File: config.mk
export PLATFORM = sky130hd
export DESIGN_NAME = fifo_uart_tx
export DESIGN_NICKNAME = d
export VERILOG_FILES = /design/src/rtl/fifo_uart_tx.sv
export SDC_FILE = /design/constraint.sdc
export NUM_CORES = 1
export LEC_CHECK = 0
export ABC_CLOCK_PERIOD_IN_PS = 2800
export BUFFER_PORTS_ARGS = -buffer_cell sky130_fd_sc_hd__buf_4
export CAP_MARGIN = 20
export CORE_UTILIZATION = 60
export CTS_BUF_LIST = sky130_fd_sc_hd__clkbuf_8
export CTS_CLUSTER_DIAMETER = 100
export DETAILED_ROUTE_END_ITERATION = 7
export MAX_ROUTING_LAYER = met4
export PLACE_DENSITY = 0.8
export SETUP_SLACK_MARGIN = 0.3
export SYNTH_ARGS = -nofsm -noshare
export SYNTH_HDL_FRONTEND = slang
export SYNTH_SLANG_ARGS = --single-unit
File: constraint.sdc
create_clock -name Clk -period 2.8 [get_ports Clk]
set_input_delay 0.28 -clock Clk [delete_from_list [all_inputs] [get_ports Clk]]
set_output_delay 0.28 -clock Clk [all_outputs]
set_load 0.005 [all_outputs]
File: src/rtl/fifo_uart_tx.sv
// fifo_uart_tx
// Drains 14-bit samples from the read side of the 4-channel sample FIFO in
// groups of four (ch0..ch3) and sends each group as one 9-byte UART frame:
//   HEADER, {ch, q[13:8]}, q[7:0] for ch = 0..3
// Line format is 8N1, LSB first, idle high; every bit lasts BAUD_DIV clocks.
//
// Ports
//   Clk         system clock
//   Rst         asynchronous reset, active high
//   Tx_en       allows a new frame to start (sampled only between frames)
//   fifo_empty  FIFO empty flag
//   fifo_usedw  FIFO fill level in words
//   fifo_q      FIFO read data, valid the cycle after fifo_rdreq
//   fifo_rdreq  FIFO read request, one-cycle pulse per word
//   tx          UART line
//   busy        high from the first start bit until the last stop bit ends
//   frame_done  one-cycle pulse after the stop bit of the 9th byte
//
// state     | meaning
// ----------+-------------------------------------------------------------
// S_IDLE    | waiting for Tx_en and a whole group (usedw >= 4)
// S_HDR     | shifting out the header byte
// S_RD      | issuing the read for the current channel, stalls while empty
// S_LATCH   | fifo_q valid, capture it into the holding register
// S_SEND_HI | shifting out {ch, q[13:8]}
// S_SEND_LO | shifting out q[7:0]
// S_DONE    | frame_done pulse; doubles as an idle cycle for the start check

module fifo_uart_tx #(
  parameter int unsigned BAUD_DIV = 1736,
  parameter logic [7:0]  HEADER   = 8'hA5,
  parameter int unsigned USEDW_W  = 10
) (
  input  logic               Clk,
  input  logic               Rst,
  input  logic               Tx_en,
  input  logic               fifo_empty,
  input  logic [USEDW_W-1:0] fifo_usedw,
  input  logic [13:0]        fifo_q,
  output logic               fifo_rdreq,
  output logic               tx,
  output logic               busy,
  output logic               frame_done
);

  localparam int unsigned       BAUD_W    = (BAUD_DIV > 2) ? $clog2(BAUD_DIV) : 1;
  localparam logic [BAUD_W-1:0] BAUD_LAST = BAUD_W'(BAUD_DIV - 1);
  localparam logic [3:0]        STOP_BIT  = 4'd9;

  typedef enum logic [2:0] {
    S_IDLE,
    S_HDR,
    S_RD,
    S_LATCH,
    S_SEND_HI,
    S_SEND_LO,
    S_DONE
  } state_t;

  state_t            state;
  logic [1:0]        ch;
  logic [BAUD_W-1:0] baud_cnt;
  logic [3:0]        bit_cnt;
  logic [7:0]        shreg;
  logic [13:0]       sample_q;
  logic [7:0]        cur_byte;
  logic              sending;
  logic              bit_end;
  logic              byte_end;
  logic              start_ok;

  assign start_ok = Tx_en && (fifo_usedw >= USEDW_W'(4));
  assign sending  = (state == S_HDR) || (state == S_SEND_HI) || (state == S_SEND_LO);
  assign bit_end  = (baud_cnt == '0);
  assign byte_end = sending && bit_end && (bit_cnt == STOP_BIT);

  // The read request follows the empty flag in the same cycle so that a read
  // is never issued against an empty FIFO, even if empty rises on the very
  // cycle RD is entered.
  assign fifo_rdreq = (state == S_RD) && !fifo_empty;

  // Byte currently on the wire. It is only consulted when leaving the start
  // bit, so the holding register is always settled by then.
  always_comb begin
    cur_byte = HEADER;
    case (state)
      S_SEND_HI: cur_byte = {ch, sample_q[13:8]};
      S_SEND_LO: cur_byte = sample_q[7:0];
      default:   cur_byte = HEADER;
    endcase
  end

  always_ff @(posedge Clk or posedge Rst) begin
    if (Rst) begin
      state      <= S_IDLE;
      ch         <= '0;
      baud_cnt   <= '0;
      bit_cnt    <= '0;
      shreg      <= '1;
      sample_q   <= '0;
      tx         <= 1'b1;
      busy       <= 1'b0;
      frame_done <= 1'b0;
    end else begin
      frame_done <= 1'b0;

      // Bit timing shared by the three transmit states. The byte-end cycle is
      // left to the state logic, which loads the next byte or returns idle.
      if (sending && !byte_end) begin
        if (bit_end) begin
          baud_cnt <= BAUD_LAST;
          bit_cnt  <= bit_cnt + 4'd1;
          if (bit_cnt == 4'd0) begin
            tx    <= cur_byte[0];
            shreg <= {1'b1, cur_byte[7:1]};
          end else begin
            tx    <= shreg[0];
            shreg <= {1'b1, shreg[7:1]};
          end
        end else begin
          baud_cnt <= baud_cnt - BAUD_W'(1);
        end
      end

      case (state)
        S_IDLE, S_DONE: begin
          ch <= '0;
          if (start_ok) begin
            state    <= S_HDR;
            busy     <= 1'b1;
            tx       <= 1'b0;
            baud_cnt <= BAUD_LAST;
            bit_cnt  <= '0;
          end else begin
            state <= S_IDLE;
            busy  <= 1'b0;
            tx    <= 1'b1;
          end
        end

        S_HDR: begin
          if (byte_end) begin
            tx    <= 1'b1;
            state <= S_RD;
          end
        end

        S_RD: begin
          tx <= 1'b1;
          if (!fifo_empty) begin
            state <= S_LATCH;
          end
        end

        S_LATCH: begin
          sample_q <= fifo_q;
          tx       <= 1'b0;
          baud_cnt <= BAUD_LAST;
          bit_cnt  <= '0;
          state    <= S_SEND_HI;
        end

        S_SEND_HI: begin
          if (byte_end) begin
            tx       <= 1'b0;
            baud_cnt <= BAUD_LAST;
            bit_cnt  <= '0;
            state    <= S_SEND_LO;
          end
        end

        S_SEND_LO: begin
          if (byte_end) begin
            tx <= 1'b1;
            if (ch == 2'd3) begin
              state      <= S_DONE;
              busy       <= 1'b0;
              frame_done <= 1'b1;
            end else begin
              ch    <= ch + 2'd1;
              state <= S_RD;
            end
          end
        end

        default: begin
          state <= S_IDLE;
          busy  <= 1'b0;
          tx    <= 1'b1;
        end
      endcase
    end
  end

endmodule
==> flow_metrics.py, run 1 <==
metrics = {
    "outcome": {
        "status": "finished, final reports clean",
    },
    "power_and_ir_drop": {
        "vdd.ir_drop.worst_v": 0.000326,
        "leakagePower_nw": 1.20,
        "p_per_area_nw_per_um2": 394,
    },
    "grt": {
        "grt_overflow": 0,
        "grt_max_degree": 45,
        "grt_pass1_vias": 2094,
        "grtUsageTotal": 0.299,
        "grt_pass1_wl_um": 9410,
        "antenna_found_initial": 0,
    },
    "floorplan": {
        "die_w_um": 65.9,
        "row_count": 22,
        "start_util": 0.645,
        "ios": 32,
        "die_h_um": 65.9,
        "core_area_um2": 3800,
        "dieArea_um2": 4340,
    },
    "route": {
        "drt_iter0_markers": 242,
        "routedWlPerCell_um": 17.7,
        "viasPerCell": 6.65,
        "num_vias": 2109,
        "ant_nets": 0,
        "first_pass_iters": 4,
        "drc": 0,
        "routed_wl_um": 5630,
    },
    "yosys": {
        "ys.flop_type": "dfrtp_1",
        "synth_top_area_frac": 0.368,
        "ys_ff_latch": 44,
        "synthTopCellsByArea": "dfrtp_1 37%, dfstp_2 8.6%, mux2_2 8.3%",
        "yosys.cell_types.count": 48,
        "yosysTopAreaCell": "dfrtp_1",
        "synth_cells": 238,
        "yosysWarningCount": 0,
        "syn_nets": 272,
        "synth_area_um2": 2450,
        "ys_async_sr_fraction": 1.00,
        "ys_seq_area_frac": 0.453,
        "synth_edf_count": 0,
        "avgSynthCellArea_um2": 10.3,
    },
    "clocking": {
        "h-tree-depth": 2,
        "numCtsBuffers": 5,
        "cts_tree": "yes",
        "cts.sinks": 44,
        "cts_max_path_buffers": 2,
        "cts.clk_slew.worst_paths_ns": 0.08,
        "clk_root_buffer_cell": "clkbuf_8",
        "postCtsHoldBufs": 0,
        "clk_latency_ns": 0.30,
    },
    "placed_design": {
        "post-place-ws_ns": 0.325,
        "routabilityCongestion": 0.843,
        "io_buffers": 29,
        "hpwl_um": 3820,
    },
    "final_layout": {
        "area_delta_synth_final_pct": 16.0,
        "drive_above_1_share": 0.297,
        "antennaDiodeCount": 0,
        "nNetsFinal": 302,
    },
    "critical_path": {
        "cp_max_fo": 9,
        "arrival_ns": 2.53,
        "max_stage_delay_ns": 0.53,
        "path_cells": "inv_1 -> ha_1 -> or4b_4 -> or4_4 -> o311ai_4 -> buf_12 -> a211oi_1",
        "critPathLaunchType": "flop",
        "cp_slowest_cell": "or4_4",
        "crit_required_ns": 2.97,
        "endpoint_kind": "flop",
        "crit_family": "simple AND/OR/NAND/NOR gates",
        "criticalPathCategory": "reg2reg",
        "cp_num_buf_inv": 2,
    },
    "timing": {
        "fin_setup_tns_ns": 0,
        "finalWorstSetupSlack_ns": 0.437,
        "drv_slew": 0,
        "final.min_clock_period_ns": 2.36,
        "period_share": 0.844,
        "fmaxAchievable_ghz": 0.423,
        "clock_skew_ns": 0.00758,
        "rsz0062_at_grt": "no",
        "worst_pin_slew_ns": 0.545,
        "maxSlewHeadroom": 0.636,
        "timing.hold.ws_ns": 0.115,
        "finalSetupViolCount": 0,
        "hold_viol_final": 0,
    },
    "hold_path": {
        "min_path_type": "in2async",
    },
    "run": {
        "cap_violations": 0,
    },
}
-- through the flow --
step | cell area [µm²] | utilization | power, mW | std cells
CTS | 2830 | 0.746 | 1.13 | 317
floorplan | 2450 | - | 0.686 | 238
detailed placement | 2720 | 0.716 | 0.722 | 308
global route | 2840 | 0.749 | 1.16 | 317
finish | 2840 | 0.749 | 1.12 | 317
global placement | 2720 | 0.716 | 0.719 | 308
-- synth_stat cells, drive strengths merged, types with 2 or more instances --
cell / n
mux2: 18
mux2i: 4
or3: 7
or4: 10
nand3: 12
o21ai: 21
dfrtp: 36
clkbuf: 6
nand2: 11
o311ai: 6
nor2: 7
o211ai: 4
a22oi: 4
inv: 9
nand4: 5
nor3: 4
nor4: 6
nand2b: 3
a211oi: 5
o2111ai: 3
or2: 2
or4b: 2
o31ai: 8
dfstp: 8
ha: 6
a21oi: 7
buf: 7
o2bb2ai: 2
-- final timing paths --
kind | startpoint | endpoint | slack [ns] | depth (start not counted)
max in group asynchronous | Rst | shreg[2]$_DFFE_PP1P_ | 2.30 | 3
worst min-delay path | Rst | sample_q[1]$_DFFE_PP0P_ | 0.11 | 3
worst max register to register | baud_cnt[0]$_DFF_PP0_ | baud_cnt[4]$_DFF_PP0_ | 0.44 | 7
worst max-delay path | baud_cnt[0]$_DFF_PP0_ | baud_cnt[4]$_DFF_PP0_ | 0.44 | 7
worst min register to register | shreg[3]$_DFFE_PP1P_ | shreg[3]$_DFFE_PP1P_ | 0.51 | 2
min in group Clk | fifo_q[7] | sample_q[7]$_DFFE_PP0P_ | 0.21 | 2
-- state kept, by name (all words and copies together) (netlist names) --
| name | count |
|---|---|
| busy | 1 |
| tx | 1 |
| shreg | 7 |
| bit_cnt | 4 |
| state | 3 |
| sample_q | 14 |
| frame_done | 1 |
| ch | 2 |
| baud_cnt | 11 |
-- layout by cell type (no fill, tap or decap), drive strengths merged, types with 7 or more instances in the layout --
| cell | Yosys | layout |
|---|---|---|
| dfrtp | 36 | 36 |
| buf | 7 | 36 |
| o21ai | 21 | 21 |
| mux2 | 18 | 18 |
| nand3 | 12 | 12 |
| nand2 | 11 | 11 |
| or4 | 10 | 10 |
| inv | 9 | 9 |
| o31ai | 8 | 8 |
| dfstp | 8 | 8 |
| a21oi | 7 | 7 |
| or3 | 7 | 7 |
| nor2 | 7 | 7 |
-- per-layer routing --
metal  vias to the layer above  global-route usage  share of wire
met5                         -                   -              0
met3                        12              0.0690          0.068
met2                        83               0.504           0.51
li1                        985                   -              -
met4                         0              0.0951          0.015
met1                      1029               0.353           0.41
-- power by group --
part | switching [mW] | internal [mW]
registers | 0.00538 | 0.646
logic | 0.0229 | 0.0342
clock network | 0.215 | 0.197
total | 0.243 | 0.877
-- cell families after synthesis --
| kind of cell | count (synthesis) | share of synthesized area |
|---|---|---|
| flip-flops | 44 | 0.453 |
| XOR/XNOR | 2 | 0.00715 |
| adder cells (fa/ha/maj) | 6 | 0.0306 |
| buffers and inverters | 22 | 0.0357 |
| AND/OR/NAND/NOR | 75 | 0.180 |
| AO/OA/AOI/OAI | 67 | 0.194 |
| multiplexers | 22 | 0.0990 |
-- layout make-up --
cell class	count	area, µm²
multi-input combinational	172	1260
timing repair buffer	36	283
fill	291	955
inverter	9	33.8
clock buffer	6	82.6
clock inverter	2	10.0
tap	48	60.1
sequential	44	1110
-- worst reg2reg max path, stage by stage (launching register included) --
cell	delay (ns)
dfrtp_1	0.40
inv_1	0.11
ha_1	0.14
or4b_4	0.51
or4_4	0.53
o311ai_4	0.33
buf_12	0.17
a211oi_1	0.05
-- repair_timing --
action,CTS,global route
setup buffers,1,0
endpoints found under the setup margin,3,19
pin swaps,1,0
resized for setup,0,3
No activity file was read; power rests on OpenSTA's default activity.
==> inputs of run 2 (changes only) <==
Settings changed: ABC_CLOCK_PERIOD_IN_PS 2800 to 1960, CORE_UTILIZATION 60 to 54, PLACE_DENSITY 0.8 to 0.76.
Clock period 2.8 ns to 1.96 ns, I/O delays scaled along.
==> flow_metrics.py, run 2 (same netlist as run 1, synthesis figures left out) <==
metrics = {
    "outcome": {
        "status": "complete, but fails checks",
        "violations": "setup timing",
    },
    "power_and_ir_drop": {
        "pwr-share-comb": 0.050,
        "leakagePower_nw": 1.55,
        "p_int_mw": 1.35,
        "p_per_area_nw_per_um2": 490,
        "seqPwrFrac": 0.541,
        "switching_share": 0.215,
        "switchingPower_mw": 0.370,
        "vdd.ir_drop.worst_v": 0.000513,
        "power.share.clock": 0.409,
    },
    "floorplan": {
        "row_count": 24,
        "core_area_um2": 4350,
        "start_util": 0.563,
        "ios": 32,
        "dieArea_um2": 4810,
        "die_h_um": 69.4,
        "die_w_um": 69.4,
    },
    "critical_path": {
        "reg2reg_slack_ns": -0.30,
        "arrival_ns": 2.44,
        "r2r-end": "baud_cnt[3]$_DFF_PP0_",
        "cp_max_fo": 6,
        "crit_required_ns": 2.14,
        "critPathLaunchType": "flop",
        "endpoint_kind": "flop",
        "criticalPathCategory": "reg2reg",
        "rr_startpoint": "baud_cnt[1]$_DFF_PP0_",
        "reg2regPathDepth": 7,
    },
    "route": {
        "ant_nets": 0,
        "routedWlPerCell_um": 20.0,
        "viasPerCell": 6.53,
        "routed_wl_um": 7500,
        "num_vias": 2447,
        "drc": 0,
        "first_pass_iters": 5,
        "drt_iter0_markers": 295,
    },
    "final_layout": {
        "stdcell_count": 375,
        "largest_register_ffs": 14,
        "final_common_cell": "buf_4",
        "final_core_util": 0.804,
        "nNetsFinal": 356,
        "regMostFlops": "sample_q",
        "antennaDiodeCount": 0,
        "drive_above_1_share": 0.492,
        "final_cell_mix": "73 x buf_4, 36 x dfrtp_1, 18 x mux2_2",
        "top_regs": "sample_q: 14 flops, baud_cnt: 11 flops, shreg: 7 flops",
        "area_delta_synth_final_pct": 42.9,
    },
    "placed_design": {
        "io_buffers": 29,
        "post-place-ws_ns": -0.352,
        "dp_cells": 347,
        "hpwl_um": 4580,
        "routabilityCongestion": 0.905,
    },
    "clocking": {
        "cts.sinks": 44,
        "cts.clk_slew.worst_paths_ns": 0.09,
        "clk_root_buffer_cell": "clkbuf_8",
        "cts_tree": "yes",
        "clk_latency_ns": 0.31,
        "cts_max_path_buffers": 2,
        "numCtsBuffers": 5,
        "h-tree-depth": 2,
    },
    "grt": {
        "met1_usage": 0.355,
        "use_met2": 0.536,
        "grt_pass1_wl_um": 11500,
        "grt_use_met3": 0.0698,
        "grt_overflow": 0,
        "antenna_found_initial": 0,
        "busiest_layer": "met2",
        "grt_max_degree": 23,
        "grtUsageTotal": 0.315,
        "grt_pass1_vias": 2481,
    },
    "hold_path": {
        "worstHoldEndpoint": "sample_q[13]$_DFFE_PP0P_",
        "hp-start": "fifo_q[13]",
        "holdPathStages": 2,
        "min_path_type": "in2reg",
    },
    "timing": {
        "finalWorstSetupSlack_ns": -0.298,
        "worst_pin_slew_ns": 0.592,
        "fmaxAchievable_ghz": 0.443,
        "period_share": 1.15,
        "drv_slew": 0,
        "hold_viol_final": 0,
        "timing.hold.ws_ns": 0.120,
        "finalSetupViolCount": 28,
        "rsz0062_at_grt": "yes",
        "clock_skew_ns": 0.00694,
        "maxSlewHeadroom": 0.605,
        "final.min_clock_period_ns": 2.26,
    },
    "run": {
        "cap_violations": 0,
    },
}
run 2: cell count changes in the layout (fill, tap and decap cells not counted), moves of 4 or more:
| cell | change |
|---|---|
| a211oi_1 | -4 |
| a211oi_2 | +4 |
| buf_4 | +38 |
| buf_6 | +12 |
| o21ai_0 | -16 |
| o21ai_1 | +8 |
| o21ai_2 | +8 |
run 2: how the worst max path moves through the flow:
stage,startpoint,to,slack [ns],cells after the start
finish,baud_cnt[1]$_DFF_PP0_,baud_cnt[3]$_DFF_PP0_,-0.30,7
global route,baud_cnt[0]$_DFF_PP0_,baud_cnt[9]$_DFF_PP0_,-0.37,7
CTS,baud_cnt[0]$_DFF_PP0_,bit_cnt[3]$_DFF_PP0_,-0.20,7
detailed placement,baud_cnt[0]$_DFF_PP0_,shreg[1]$_DFFE_PP1P_,-0.35,7
global placement,baud_cnt[0]$_DFF_PP0_,shreg[2]$_DFFE_PP1P_,-0.25,7
floorplan,baud_cnt[0]$_DFF_PP0_,baud_cnt[9]$_DFF_PP0_,-0.21,7
run 2: power by group through the flow:
stage,Combinational (mW),Sequential [mW],Clock (mW)
6_report,0.0864,0.929,0.702
5_1_grt,0.0943,0.931,0.733
4_1_cts,0.0862,0.929,0.699
3_5_place_dp,0.0844,0.947,0
3_3_place_gp,0.0815,0.946,0
2_1_floorplan,0.0353,0.944,0
run 2: what timing repair did:
action | CTS | global route
setup endpoints to repair | 45 | 31
gates cloned | 2 | 1
gates resized for setup | 34 | 30
hold buffers | 1 | 0
buffers inserted | 9 | 7
hold endpoints to repair | 11 | 0
pin swaps | 6 | 6
run 2: layout make-up:
cell class	instances	area (µm²)
Clock buffer	5	68.8
Inverter	9	33.8
Clock inverter	3	38.8
Sequential cell	44	1110
Multi-Input combinational cell	172	1450
Fill cell	271	852
Timing Repair Buffer	90	738
Tap cell	52	65.1
run 2: stage by stage:
step	area [µm²]	total power [mW]	setup TNS, ns
after floorplan	2480	0.980	-3.14
after global placement	3020	1.03	-3.99
after detailed placement	3020	1.03	-5.44
after CTS	3340	1.71	-3.43
after global routing	3500	1.76	-7.68
final	3500	1.72	-6.16
run 2: worst max-delay path, stage by stage, from the launching register on:
cell,delay (ns)
dfrtp_1,0.41
inv_2,0.10
ha_4,0.14
or4b_4,0.47
or4_4,0.50
o311ai_4,0.31
buf_6,0.18
a211oi_2,0.04
run 2: routing by layer:
metal,vias up,share of wire
met3,34,0.065
met1,1206,0.38
met4,0,0.033
met2,113,0.52
met5,-,0
li1,1094,-
==> inputs of run 3 (changes only) <==
Settings changed: RECOVER_POWER set to 50.
==> flow_metrics.py, run 3 (same netlist as run 1, synthesis figures left out) <==
metrics = {
    "outcome": {
        "status": "complete, but fails checks",
        "violations": "setup timing",
    },
    "grt": {
        "grt_max_degree": 23,
        "grtUsageTotal": 0.315,
        "grt_pass1_wl_um": 11500,
        "grt_overflow": 0,
        "antenna_found_initial": 0,
        "grt_pass1_vias": 2481,
    },
    "critical_path": {
        "startpoint": "baud_cnt[0]$_DFF_PP0_",
        "criticalPathCategory": "reg2reg",
        "arrival_ns": 2.46,
        "critPathLaunchType": "flop",
        "path_cells": "inv_2 -> ha_4 -> or4b_4 -> or4_4 -> o311a_4 -> o311ai_4",
        "r2r-end": "baud_cnt[1]$_DFF_PP0_",
        "reg2regPathDepth": 6,
        "endpoint_kind": "flop",
        "cp_max_fo": 6,
        "crit_required_ns": 2.17,
        "reg2reg_slack_ns": -0.29,
        "max_stage_delay_ns": 0.50,
        "rr_startpoint": "baud_cnt[0]$_DFF_PP0_",
        "cp_slowest_cell": "or4_4",
    },
    "power_and_ir_drop": {
        "leakagePower_nw": 1.54,
        "pwr-share-comb": 0.049,
        "p_int_mw": 1.35,
        "p_per_area_nw_per_um2": 491,
        "seqPwrFrac": 0.541,
        "power.share.clock": 0.410,
        "switchingPower_mw": 0.371,
        "vdd.ir_drop.worst_v": 0.000507,
        "switching_share": 0.216,
    },
    "final_layout": {
        "final_common_cell": "buf_4",
        "nNetsFinal": 356,
        "stdcell_count": 375,
        "design_area_um2": 3490,
        "final_cell_mix": "68 x buf_4, 36 x dfrtp_1, 18 x mux2_2",
        "largest_register_ffs": 14,
        "drive_above_1_share": 0.486,
        "regMostFlops": "sample_q",
        "area_delta_synth_final_pct": 42.6,
        "top_regs": "sample_q: 14 flops, baud_cnt: 11 flops, shreg: 7 flops",
        "antennaDiodeCount": 0,
    },
    "hold_path": {
        "min_path_type": "in2reg",
        "worstHoldEndpoint": "sample_q[13]$_DFFE_PP0P_",
        "hp-start": "fifo_q[13]",
        "holdPathStages": 2,
    },
    "placed_design": {
        "dp_cells": 347,
        "io_buffers": 29,
        "post_dp_cell_area_um2": 3020,
        "hpwl_um": 4580,
        "routabilityCongestion": 0.905,
    },
    "floorplan": {
        "die_h_um": 69.4,
        "die_w_um": 69.4,
        "ios": 32,
        "core_area_um2": 4350,
        "start_util": 0.563,
        "row_count": 24,
        "dieArea_um2": 4810,
    },
    "route": {
        "first_pass_iters": 5,
        "drt_iter0_markers": 239,
        "ant_nets": 0,
        "drc": 0,
        "viasPerCell": 6.65,
        "num_vias": 2493,
        "routed_wl_um": 7490,
        "routedWlPerCell_um": 20.0,
    },
    "clocking": {
        "cts_max_path_buffers": 2,
        "numCtsBuffers": 5,
        "clk_root_buffer_cell": "clkbuf_8",
        "cts.clk_slew.worst_paths_ns": 0.09,
        "cts_tree": "yes",
        "h-tree-depth": 2,
        "clk_latency_ns": 0.31,
        "cts.sinks": 44,
    },
    "timing": {
        "fmaxAchievable_ghz": 0.444,
        "clock_skew_ns": 0.00669,
        "drv_slew": 0,
        "finalSetupViolCount": 28,
        "final.min_clock_period_ns": 2.25,
        "period_share": 1.15,
        "maxSlewHeadroom": 0.400,
        "finalWorstSetupSlack_ns": -0.291,
        "worst_pin_slew_ns": 0.899,
        "hold_viol_final": 0,
        "rsz0062_at_grt": "yes",
    },
    "run": {
        "cap_violations": 0,
    },
}
[run 3: routing by layer]
metal  part of all wire  vias to the layer above  GRT usage  routed length [µm]
met3              0.070                       35     0.0698                 527
met5                  0                        -          -                   0
met1               0.37                     1231      0.355                2790
li1                   -                     1098          -                   -
met4              0.036                        0      0.141                 273
met2               0.52                      129      0.536                3900
[run 3: layout make-up]
class | instances | area [µm²]
Multi-Input combinational cell | 172 | 1450
Sequential cell | 44 | 1110
Fill cell | 270 | 860
Timing Repair Buffer | 90 | 731
Clock buffer | 5 | 68.8
Tap cell | 52 | 65.1
Clock inverter | 3 | 38.8
Inverter | 9 | 33.8
[run 3: per-stage QoR]
stage / util / setup slack (ns) / power (mW) / setup TNS, ns / hold WS, ns
6_report: 0.803 / -0.291 / 1.72 / -5.94 / 0.119
5_1_grt: 0.803 / -0.375 / 1.76 / -7.68 / 0.112
4_1_cts: 0.767 / -0.205 / 1.71 / -3.43 / 0.119
3_5_place_dp: 0.694 / -0.352 / 1.03 / -5.44 / 0.196
3_3_place_gp: 0.694 / -0.248 / 1.03 / -3.99 / 0.180
2_1_floorplan: - / -0.210 / 0.980 / -3.14 / 0.347
[run 3: power groups by stage]
| stage | combinational [mW] | sequential [mW] | clock (mW) |
|---|---|---|---|
| final | 0.0843 | 0.929 | 0.703 |
| after global routing | 0.0924 | 0.931 | 0.733 |
| after CTS | 0.0862 | 0.929 | 0.699 |
| after detailed placement | 0.0844 | 0.947 | 0 |
| after global placement | 0.0815 | 0.946 | 0 |
| after floorplan | 0.0353 | 0.944 | 0 |
[run 3: worst max-delay path by stage]
| stage | endpoint | slack [ns] | cells after the start |
|---|---|---|---|
| 2_1_floorplan | baud_cnt[9]$_DFF_PP0_ | -0.21 | 7 |
| 3_3_place_gp | shreg[2]$_DFFE_PP1P_ | -0.25 | 7 |
| 3_5_place_dp | shreg[1]$_DFFE_PP1P_ | -0.35 | 7 |
| 4_1_cts | bit_cnt[3]$_DFF_PP0_ | -0.20 | 7 |
| 5_1_grt | baud_cnt[9]$_DFF_PP0_ | -0.37 | 7 |
| 6_report | baud_cnt[1]$_DFF_PP0_ | -0.29 | 6 |
[run 3: critical path, delay by kind of cell, from the launching register on]
family | cells | cell delay (ns)
DFF | 1 | 0.41
and+or+nand+nor | 2 | 0.97
buffers and inverters | 1 | 0.10
AOI/OAI and AO/OA | 2 | 0.54
adders and majority gates | 1 | 0.14
[run 3: what timing repair did]
action | CTS | global route
setup buffers | 9 | 7
pin swaps | 6 | 6
endpoints found under the setup margin | 45 | 31
hold buffers | 1 | 0
gates resized for setup | 34 | 30
gates cloned | 2 | 1
endpoints found under the hold margin | 11 | 0
